## config.mk

```make
export PLATFORM = sky130hd
export DESIGN_NAME = piso_sequencer_8_flat
export DESIGN_NICKNAME = d
export VERILOG_FILES = /design/src/rtl/piso_sequencer_8_if.sv /design/src/rtl/piso_sequencer_8.sv /design/src/flat_wrapper.sv
export SDC_FILE = /design/constraint.sdc
export NUM_CORES = 1
export LEC_CHECK = 0
export BUFFER_PORTS_ARGS = -buffer_cell sky130_fd_sc_hd__buf_2
export CORE_MARGIN = 3
export CORE_UTILIZATION = 44
export CTS_CLUSTER_SIZE = 16
export DETAILED_ROUTE_END_ITERATION = 6
export GPL_TIMING_DRIVEN = 1
export PLACE_DENSITY = 0.73
export SLEW_MARGIN = 5
export SYNTH_ARGS = -nofsm -noshare
export SYNTH_HDL_FRONTEND = slang
export SYNTH_SLANG_ARGS = --single-unit
export TNS_END_PERCENT = 10
```

## constraint.sdc

```tcl
create_clock -name i_clk -period 1.5 [get_ports i_clk]
set_input_delay 0.075 -clock i_clk [delete_from_list [all_inputs] [get_ports i_clk]]
set_output_delay 0.075 -clock i_clk [all_outputs]
set_load 0.1 [all_outputs]
```

## src/rtl/piso_sequencer_8_if.sv

```systemverilog
// Handshake/data bundle between the word source and the PISO sequencer.
// Names are from the sequencer's point of view: i_* flow into it, o_* flow out of it.
interface piso_sequencer_8_if;
  logic [7:0] i_din;
  logic       i_load;
  logic       i_abort;
  logic [7:0] o_q;
  logic [2:0] o_s;
  logic       o_sd;
  logic       o_valid;
  logic       o_last;
  logic       o_busy;
  logic       o_done;

  modport master (
    output i_din, i_load, i_abort,
    input  o_q, o_s, o_sd, o_valid, o_last, o_busy, o_done
  );

  modport slave (
    input  i_din, i_load, i_abort,
    output o_q, o_s, o_sd, o_valid, o_last, o_busy, o_done
  );
endinterface

```

## src/rtl/piso_sequencer_8.sv

```systemverilog
// Parallel-in/serial-out sequencer feeding a 1-bit 8x1 mux.
// Captures a word into q, then walks the mux select s across all eight
// inputs, holding each position for BIT_CYCLES clocks.
//
// state    | meaning
// ---------+-------------------------------------------------------------
// ST_IDLE  | waiting for a load; all registers hold
// ST_SHIFT | presenting bit q[s]; tick counts clocks spent on this bit
// ST_DONE  | one-cycle completion pulse; a load here starts the next word
module piso_sequencer_8 #(
  parameter bit          MSB_FIRST  = 1'b0,
  parameter int unsigned BIT_CYCLES = 1
) (
  input  logic                i_clk,
  input  logic                i_rst,
  piso_sequencer_8_if.slave   io_bus
);

  typedef enum logic [1:0] {
    ST_IDLE  = 2'd0,
    ST_SHIFT = 2'd1,
    ST_DONE  = 2'd2
  } state_t;

  localparam logic [2:0] LP_S_FIRST = MSB_FIRST ? 3'd7 : 3'd0;
  localparam logic [2:0] LP_S_FINAL = MSB_FIRST ? 3'd0 : 3'd7;
  localparam logic [3:0] LP_TICK_TC = 4'(BIT_CYCLES - 1);

  state_t     r_state, w_state_nxt;
  logic [7:0] r_q, w_q_nxt;
  logic [2:0] r_s, w_s_nxt;
  logic [3:0] r_tick, w_tick_nxt;

  logic       w_valid;
  logic       w_tick_tc;
  logic       w_s_final;

  assign w_tick_tc = (r_tick == LP_TICK_TC);
  assign w_s_final = (r_s == LP_S_FINAL);

  // State, word, select and tick registers with synchronous reset.
  always_ff @(posedge i_clk) begin
    if (i_rst) begin
      r_state <= ST_IDLE;
      r_q     <= 8'h00;
      r_s     <= 3'b000;
      r_tick  <= 4'd0;
    end else begin
      r_state <= w_state_nxt;
      r_q     <= w_q_nxt;
      r_s     <= w_s_nxt;
      r_tick  <= w_tick_nxt;
    end
  end

  // Next-state logic: capture on load in IDLE/DONE, bit stepping in SHIFT.
  always_comb begin
    w_state_nxt = r_state;
    w_q_nxt     = r_q;
    w_s_nxt     = r_s;
    w_tick_nxt  = r_tick;
    unique case (r_state)
      ST_IDLE: begin
        if (io_bus.i_load) begin
          w_q_nxt     = io_bus.i_din;
          w_s_nxt     = LP_S_FIRST;
          w_tick_nxt  = 4'd0;
          w_state_nxt = ST_SHIFT;
        end
      end
      ST_SHIFT: begin
        // Abort leaves q and s frozen so the mux keeps its last selection.
        if (io_bus.i_abort) begin
          w_state_nxt = ST_IDLE;
        end else if (w_tick_tc) begin
          w_tick_nxt = 4'd0;
          if (w_s_final) begin
            w_state_nxt = ST_DONE;
          end else if (MSB_FIRST) begin
            w_s_nxt = r_s - 3'd1;
          end else begin
            w_s_nxt = r_s + 3'd1;
          end
        end else begin
          w_tick_nxt = r_tick + 4'd1;
        end
      end
      ST_DONE: begin
        // Load takes precedence over abort here; abort has nothing to cancel.
        if (io_bus.i_load) begin
          w_q_nxt     = io_bus.i_din;
          w_s_nxt     = LP_S_FIRST;
          w_tick_nxt  = 4'd0;
          w_state_nxt = ST_SHIFT;
        end else begin
          w_state_nxt = ST_IDLE;
        end
      end
      default: begin
        w_state_nxt = ST_IDLE;
      end
    endcase
  end

  // Outputs decoded from registered state only; sd mirrors the external mux.
  assign w_valid        = (r_state == ST_SHIFT);
  assign io_bus.o_q     = r_q;
  assign io_bus.o_s     = r_s;
  assign io_bus.o_sd    = w_valid ? r_q[r_s] : 1'b0;
  assign io_bus.o_valid = w_valid;
  assign io_bus.o_last  = w_valid && w_s_final;
  assign io_bus.o_busy  = (r_state == ST_SHIFT) || (r_state == ST_DONE);
  assign io_bus.o_done  = (r_state == ST_DONE);

endmodule

```

## src/flat_wrapper.sv

```systemverilog
// flat-port wrapper written by rule: the top's interface ports become plain ports
module piso_sequencer_8_flat 
#(
  parameter bit          MSB_FIRST  = 1'b0,
  parameter int unsigned BIT_CYCLES = 1
)
  (i_clk, i_rst, io_bus_i_din, io_bus_i_load, io_bus_i_abort, io_bus_o_q, io_bus_o_s, io_bus_o_sd, io_bus_o_valid, io_bus_o_last, io_bus_o_busy, io_bus_o_done);
  piso_sequencer_8_if io_bus_i ();
  input  logic i_clk;
  input  logic i_rst;
  input wire logic [$bits(io_bus_i.i_din)-1:0] io_bus_i_din;
  input wire logic [$bits(io_bus_i.i_load)-1:0] io_bus_i_load;
  input wire logic [$bits(io_bus_i.i_abort)-1:0] io_bus_i_abort;
  output wire logic [$bits(io_bus_i.o_q)-1:0] io_bus_o_q;
  output wire logic [$bits(io_bus_i.o_s)-1:0] io_bus_o_s;
  output wire logic [$bits(io_bus_i.o_sd)-1:0] io_bus_o_sd;
  output wire logic [$bits(io_bus_i.o_valid)-1:0] io_bus_o_valid;
  output wire logic [$bits(io_bus_i.o_last)-1:0] io_bus_o_last;
  output wire logic [$bits(io_bus_i.o_busy)-1:0] io_bus_o_busy;
  output wire logic [$bits(io_bus_i.o_done)-1:0] io_bus_o_done;
  assign io_bus_i.i_din = io_bus_i_din;
  assign io_bus_i.i_load = io_bus_i_load;
  assign io_bus_i.i_abort = io_bus_i_abort;
  assign io_bus_o_q = io_bus_i.o_q;
  assign io_bus_o_s = io_bus_i.o_s;
  assign io_bus_o_sd = io_bus_i.o_sd;
  assign io_bus_o_valid = io_bus_i.o_valid;
  assign io_bus_o_last = io_bus_i.o_last;
  assign io_bus_o_busy = io_bus_i.o_busy;
  assign io_bus_o_done = io_bus_i.o_done;
  piso_sequencer_8 #(.MSB_FIRST(MSB_FIRST), .BIT_CYCLES(BIT_CYCLES)) u_core (.i_clk(i_clk), .i_rst(i_rst), .io_bus(io_bus_i));
endmodule
```

==> impl_metrics.json, run 1 <==
{
  "status": "finished, violations left",
  "failed_checks": "negative setup slack",
  "cp_cell_sequence": "buf_6 -> mux4_2 -> nand3b_1 -> nand2_2 -> buf_12",
  "worst_clock_skew_ns": 0.00678,
  "dp_hpwl_mm": 1.80,
  "floorplan.die.height_um": 51.3,
  "crit_path_max_incr_delay_ns": 0.49,
  "max_freq_ghz": 0.573,
  "power.share.switching_pct": 40.5,
  "drt-initial-drc-count": 23,
  "synth_compound_gate_area_share_pct": 13.1,
  "grt_start_max_net_pins": 13,
  "ctsLongestPathBuffers": 2,
  "min_period_over_period_pct": 116,
  "tightest_slew_ns": 0.489,
  "timing.final.setup_violations": 7,
  "slew-limit-headroom_pct": 67.6,
  "fp.dieW_um": 51.3,
  "post-route-drc-count": 0,
  "antenna_violations_before_repair": 0,
  "initial_utilization_pct": 49.5,
  "synthMuxAreaShare_pct": 13.9,
  "pwr-share-clk_pct": 21.3,
  "synthToLayoutAreaGrowth_pct": 58.5,
  "worst-endpoint-arrival_ns": 1.67,
  "placedCellCount": 159,
  "hold_slack_ns": 0.00320,
  "hold_viol": 0,
  "clock_insertion_delay_worst_skew_ns": 0.30,
  "power.density_cell_area_mw_per_mm2": 853,
  "number_of_global_route_vias_before_repair": 849,
  "final_cells": 164,
  "critPathLaunchType": "flop",
  "ys_seq_elements": 17,
  "wire_length_of_the_first_global_routing_pass_mm": 3.78,
  "tritoncts.num_buffers": 3,
  "path_max_fanout": 5,
  "final_critical_path_setup_slack_ns": -0.246,
  "antenna_violating_nets_post_route": 0,
  "cp_slowest_cell": "sky130_fd_sc_hd__mux4_2",
  "clock_tree.root_cell": "sky130_fd_sc_hd__clkbuf_4",
  "synth-seq-area-share_pct": 37.8,
  "cts_setup_buffers": 0,
  "syn_avg_cell_area_um2": 9.48,
  "yosys.area_share.adder_pct": 12.5,
  "detailroute.via_count": 907,
  "synth_top_family_by_area": "simple AND/OR/NAND/NOR gates",
  "synthCells": 95,
  "design.die.area_mm2": 0.00263,
  "post_drt_via_cell_ratio": 5.53,
  "psw_w": 0.000493,
  "grt.total_usage_pct": 19.3,
  "drt_pass1_iterations": 4,
  "number_of_diodes_added_for_antenna_fixing": 0,
  "critical_path.endpoint_type": "output pin",
  "htreeDepth": 1,
  "post_synth_xor_area_fraction_pct": 0,
  "synthesis.yosys.warnings": 0,
  "period_needed_ns": 1.75,
  "internal_power_w": 0.000725,
  "maxCapViolations": 0,
  "mappedNetlistNets": 116,
  "p_seq_share_pct": 40.4,
  "drive_above_1_share_pct": 60.4,
  "worst_ir_drop_vdd_v": 0.000773,
  "cts_tree": "yes",
  "port_buffers": 27,
  "worst_endpoint_required_time_ns": 1.42,
  "timing_worst_setup_path_type": "reg2out",
  "leakagePower_nw": 0.628,
  "comb_power_share_pct": 38.3,
  "synth-simple-area-share_pct": 18.9,
  "coreArea_mm2": 0.00182,
  "ff2ff_setup_slack_ns": -0.10,
  "post_synth_instance_area_um2": 901,
  "path_type_of_the_worst_min_delay_path": "in2reg",
  "finalNetCount": 161,
  "wl_per_cell_um": 15.3,
  "wl_mm": 2.51,
  "pin_count": 28,
  "worst_setup_hold_path_clk_slew_ns": 0.11,
  "tritoncts_sink_count": 17,
  "rows": 15,
  "grt_remaining_overflow": 0,
  "final_gp_congestion": 0.886,
  "synth_cell_type_count": 27,
  "report.final.slew_viol_count": 0,
  "grt_setup_unrepaired": "yes"
}
repair_timing:
item,in CTS,in global routing
endpoints found under the hold margin,1,0
pin swaps,4,2
endpoints found under the setup margin,19,20
resized for setup,17,11
hold buffers,1,0
cells in the final DEF, fill, tap and decap left out, drive strengths merged:
master       netlist  layout
or4                1       1
inv                6       7
nand3b             2       2
buf                1      41
dlygate4sd3        0       1
nor2              10      10
ha                 9       9
o21ai              7       7
clkbuf             2       4
and2               1       1
a32oi              1       1
a21o               1       1
or3b               3       3
mux2i              8       8
nor4bb             1       1
nand4              3       3
nand3              3       3
nand4b             1       1
dfxtp             17      17
o41ai              1       1
a21oi              9       9
mux4               2       2
nor3               1       1
o32ai              1       1
nand2              3       3
nand2b             1       1
cells by family after synthesis:
kind of cell | count (synthesis)
and+or+nand+nor | 30
muxes | 10
DFF | 17
buffers and inverters | 9
AOI/OAI and AO/OA | 20
adders and majority gates | 9
worst paths after layout:
| check | from | to | depth (start not counted) |
|---|---|---|---|
| max | u_core.io_bus.o_s[0] | io_bus_o_sd | 5 |
| min | io_bus_i_din[4] | u_core.io_bus.o_q[4] | 3 |
| max reg2reg | u_core.io_bus.o_s[0] | u_core.r_state[1] | 7 |
| min reg2reg | u_core.io_bus.o_q[2] | u_core.io_bus.o_q[2] | 2 |
metrics by stage:
step           power, W  worst slack, ns  util, %  instance area, µm²  TNS (ns)
6_report        0.00122           -0.246     78.4                1430    -0.758
5_1_grt         0.00126           -0.303     78.4                1430     -1.43
4_1_cts         0.00120           -0.207     75.6                1380    -0.733
3_5_place_dp   0.000933           -0.215     71.1                1290     -1.70
3_3_place_gp   0.000923           -0.159     71.1                1290    -0.916
2_1_floorplan  0.000821           -0.222        -                 982     -2.06
layout make-up:
cell class                      count  area, µm²
Multi-Input combinational cell     69        666
Sequential cell                    17        367
Clock buffer                        3       22.5
Inverter                            6       22.5
Clock inverter                      1       6.26
Timing Repair Buffer               43        313
Fill cell                         126        393
Tap cell                           25       31.3
synthesized netlist by cell type:
cell type	count	area [µm²]
sky130_fd_sc_hd__a21o_1	1	7.51
sky130_fd_sc_hd__o32ai_1	1	8.76
sky130_fd_sc_hd__nand2_1	3	11.3
sky130_fd_sc_hd__nor2_2	1	6.26
sky130_fd_sc_hd__a21oi_1	8	40.0
sky130_fd_sc_hd__inv_1	6	22.5
sky130_fd_sc_hd__nand2b_1	1	6.26
sky130_fd_sc_hd__nor4bb_1	1	10.0
sky130_fd_sc_hd__mux4_2	2	45.0
sky130_fd_sc_hd__a32oi_1	1	8.76
sky130_fd_sc_hd__and2_1	1	6.26
sky130_fd_sc_hd__nand4b_1	1	8.76
sky130_fd_sc_hd__nand3_1	3	15.0
sky130_fd_sc_hd__clkbuf_1	2	7.51
sky130_fd_sc_hd__nor3_1	1	5.00
sky130_fd_sc_hd__o41ai_1	1	8.76
sky130_fd_sc_hd__nor2_1	9	33.8
sky130_fd_sc_hd__a21oi_2	1	8.76
sky130_fd_sc_hd__o21ai_0	7	35.0
sky130_fd_sc_hd__nand3b_1	2	15.0
sky130_fd_sc_hd__nand4_1	3	18.8
sky130_fd_sc_hd__buf_2	1	5.00
sky130_fd_sc_hd__ha_1	9	113
sky130_fd_sc_hd__mux2i_1	8	80.1
sky130_fd_sc_hd__or4_1	1	7.51
sky130_fd_sc_hd__dfxtp_1	17	340
sky130_fd_sc_hd__or3b_1	3	26.3
metal layers:
metal	GRT usage, %	vias up	part of all wire, %
li1	-	437	-
met1	22.5	419	39
met2	35.2	43	53
met3	5.25	8	6.2
met4	3.93	0	1.7
met5	0	-	0
worst max-delay path: cells and delay by family, from the launching register on:
family / cells / cell delay, ns
DFF: 1 / 0.37
muxes: 1 / 0.49
buffers and inverters: 2 / 0.29
and+or+nand+nor: 2 / 0.22
power by group through the flow:
stage	clock network, W	logic (W)	registers [W]
after detailed placement	0	0.000432	0.000501
after global placement	0	0.000424	0.000499
final	0.000259	0.000467	0.000492
after floorplan	0	0.000177	0.000645
after global routing	0.000280	0.000489	0.000495
after CTS	0.000260	0.000450	0.000492
sequential cells by signal (all words and copies together), names as in the netlist:
signal             count
u_core.io_bus.o_q      8
u_core.io_bus.o_s      3
u_core.r_tick          4
u_core.r_state         2
Power figures use the tool's default switching activity.
==> inputs of run 2 (changes only) <==
SETUP_SLACK_MARGIN = 0.4   (was default)
==> impl_metrics.json, run 2 (synthesized netlist as in run 1, its figures left out) <==
{
  "post_drt_via_cell_ratio": 5.76,
  "final_core_util_pct": 87.8,
  "worst-path-buf-inv": 2,
  "grt_remaining_overflow": 0,
  "tightest_slew_ns": 0.306,
  "timing_worst_setup_path_type": "reg2out",
  "tritoncts_sink_count": 17,
  "design.die.area_mm2": 0.00263,
  "hold_slack_ns": 0.00595,
  "drt_pass1_iterations": 4,
  "clock_insertion_delay_worst_skew_ns": 0.30,
  "r2r_cells": 6,
  "pin_count": 28,
  "hold_viol": 0,
  "rows": 15,
  "placement.setup.worst_slack_ns": -0.110,
  "drive_above_1_share_pct": 63.9,
  "layout_commonest_cell": "sky130_fd_sc_hd__buf_4",
  "antenna_violating_nets_post_route": 0,
  "cp_cell_sequence": "buf_6 -> mux4_2 -> nand3_1 -> nand2_2 -> buf_12",
  "worst_endpoint_required_time_ns": 1.42,
  "leakagePower_nw": 0.677,
  "path_max_fanout": 3,
  "maxCapViolations": 0,
  "path_type_of_the_worst_min_delay_path": "in2reg",
  "worst_hold_stages": 3,
  "multiInputGateArea_um2": 686,
  "grt_start_max_net_pins": 13,
  "critical_path.top_delay_family": "multiplexers",
  "post-route-drc-count": 0,
  "cp_slowest_cell": "sky130_fd_sc_hd__mux4_2",
  "worst_clock_skew_ns": 0.00900,
  "max_freq_ghz": 0.581,
  "final_critical_path_setup_slack_ns": -0.220,
  "ctsLongestPathBuffers": 2,
  "coreArea_mm2": 0.00182,
  "report.final.slew_viol_count": 0,
  "status": "finished, violations left",
  "largest_reg_flops": 8,
  "synthToLayoutAreaGrowth_pct": 77.5,
  "fp.dieW_um": 51.3,
  "period_needed_ns": 1.72,
  "final_gp_congestion": 0.849,
  "detailroute.via_count": 974,
  "clock_tree.root_cell": "sky130_fd_sc_hd__clkbuf_4",
  "wl_mm": 3.07,
  "critical_path.endpoint_type": "output pin",
  "worst-endpoint-arrival_ns": 1.65,
  "grt.total_usage_pct": 23.2,
  "min_period_over_period_pct": 115,
  "wl_per_cell_um": 18.1,
  "slew-limit-headroom_pct": 79.6,
  "power.density_cell_area_mw_per_mm2": 802,
  "finalNetCount": 166,
  "layout_common_cells": "19 x sky130_fd_sc_hd__buf_4, 12 x sky130_fd_sc_hd__dfxtp_2, 11 x sky130_fd_sc_hd__buf_2",
  "worst_setup_hold_path_clk_slew_ns": 0.10,
  "layout.area.seq_um2": 367,
  "timing.final.setup_violations": 8,
  "fillers": 85,
  "crit_path_max_incr_delay_ns": 0.50,
  "port_buffers": 27,
  "htreeDepth": 1,
  "critPathLaunchType": "flop",
  "grt_setup_unrepaired": "yes",
  "drt-initial-drc-count": 35,
  "wire_length_of_the_first_global_routing_pass_mm": 4.50,
  "antenna_violations_before_repair": 0,
  "number_of_gates_on_the_worst_path_with_buffers_counted": 5,
  "worst_ir_drop_vdd_v": 0.000826,
  "failed_checks": "negative setup slack",
  "initial_utilization_pct": 49.5,
  "cts_tree": "yes",
  "tritoncts.num_buffers": 3,
  "floorplan.die.height_um": 51.3,
  "number_of_global_route_vias_before_repair": 973,
  "number_of_diodes_added_for_antenna_fixing": 0,
  "dp_hpwl_mm": 1.69
}
-- run 2: cell count changes in the layout (fill, tap and decap cells not counted), sizes merged --
| cell | previous run | this run |
|---|---|---|
| buf | 41 | 45 |
| dlygate4sd3 | 1 | 2 |
-- run 2: path summary, 6_finish.rpt --
check | startpoint | end | slack, ns
worst max-delay path | u_core.io_bus.o_s[0] | io_bus_o_sd | -0.22
worst min-delay path | io_bus_i_din[0] | u_core.io_bus.o_q[0] | 0.006
worst max register to register | u_core.io_bus.o_s[0] | u_core.r_state[1] | -0.14
worst min register to register | u_core.io_bus.o_q[0] | u_core.io_bus.o_q[0] | 0.52
-- run 2: final cells by class --
cell class | instances | area share [%]
sequential | 17 | 22.9
inverter | 6 | 1.41
clock buffer | 3 | 1.41
multi-input combinational | 69 | 42.9
tap | 25 | 1.96
clock inverter | 1 | 0.391
timing repair buffer | 48 | 29.0
-- run 2: metal layers --
layer  track usage, %  wire, µm  vias to the layer above  part of all wire (%)
met5                0         0                        -                     0
met4             5.24        95                        0                   3.1
met3             6.71       176                       10                   5.7
met2             43.1      1710                       40                    56
met1             25.8      1080                      478                    35
li1                 -         -                      446                     -
-- run 2: through the flow --
stage / std cells / total power [W] / setup TNS (ns) / area (µm²)
after floorplan: 95 / 0.000822 / -1.65 / 982
after global placement: 159 / 0.000922 / -0.133 / 1310
after detailed placement: 159 / 0.000929 / -0.484 / 1310
after CTS: 168 / 0.00126 / -0.311 / 1560
after global routing: 169 / 0.00133 / -1.11 / 1600
final: 169 / 0.00128 / -0.643 / 1600
-- run 2: worst register-to-register path: cells and delay by family, from the launching register on --
| kind | cells | cell delay, ns |
|---|---|---|
| AOI/OAI and AO/OA | 2 | 0.29 |
| adders and majority gates | 2 | 0.26 |
| DFF | 1 | 0.38 |
| and+or+nand+nor | 2 | 0.66 |
-- run 2: power by group --
| part | internal (W) | switching [W] |
|---|---|---|
| logic | 0.000190 | 0.000336 |
| clock network | 0.000103 | 0.000157 |
| registers | 0.000475 | 0.0000207 |
| total | 0.000768 | 0.000515 |
-- run 2: timing repair --
action	in CTS	in global routing
endpoints found under the hold margin	2	0
gates resized for setup	52	9
hold buffers	2	0
endpoints found under the setup margin	33	26
pin swaps	12	5
buffers inserted	3	1
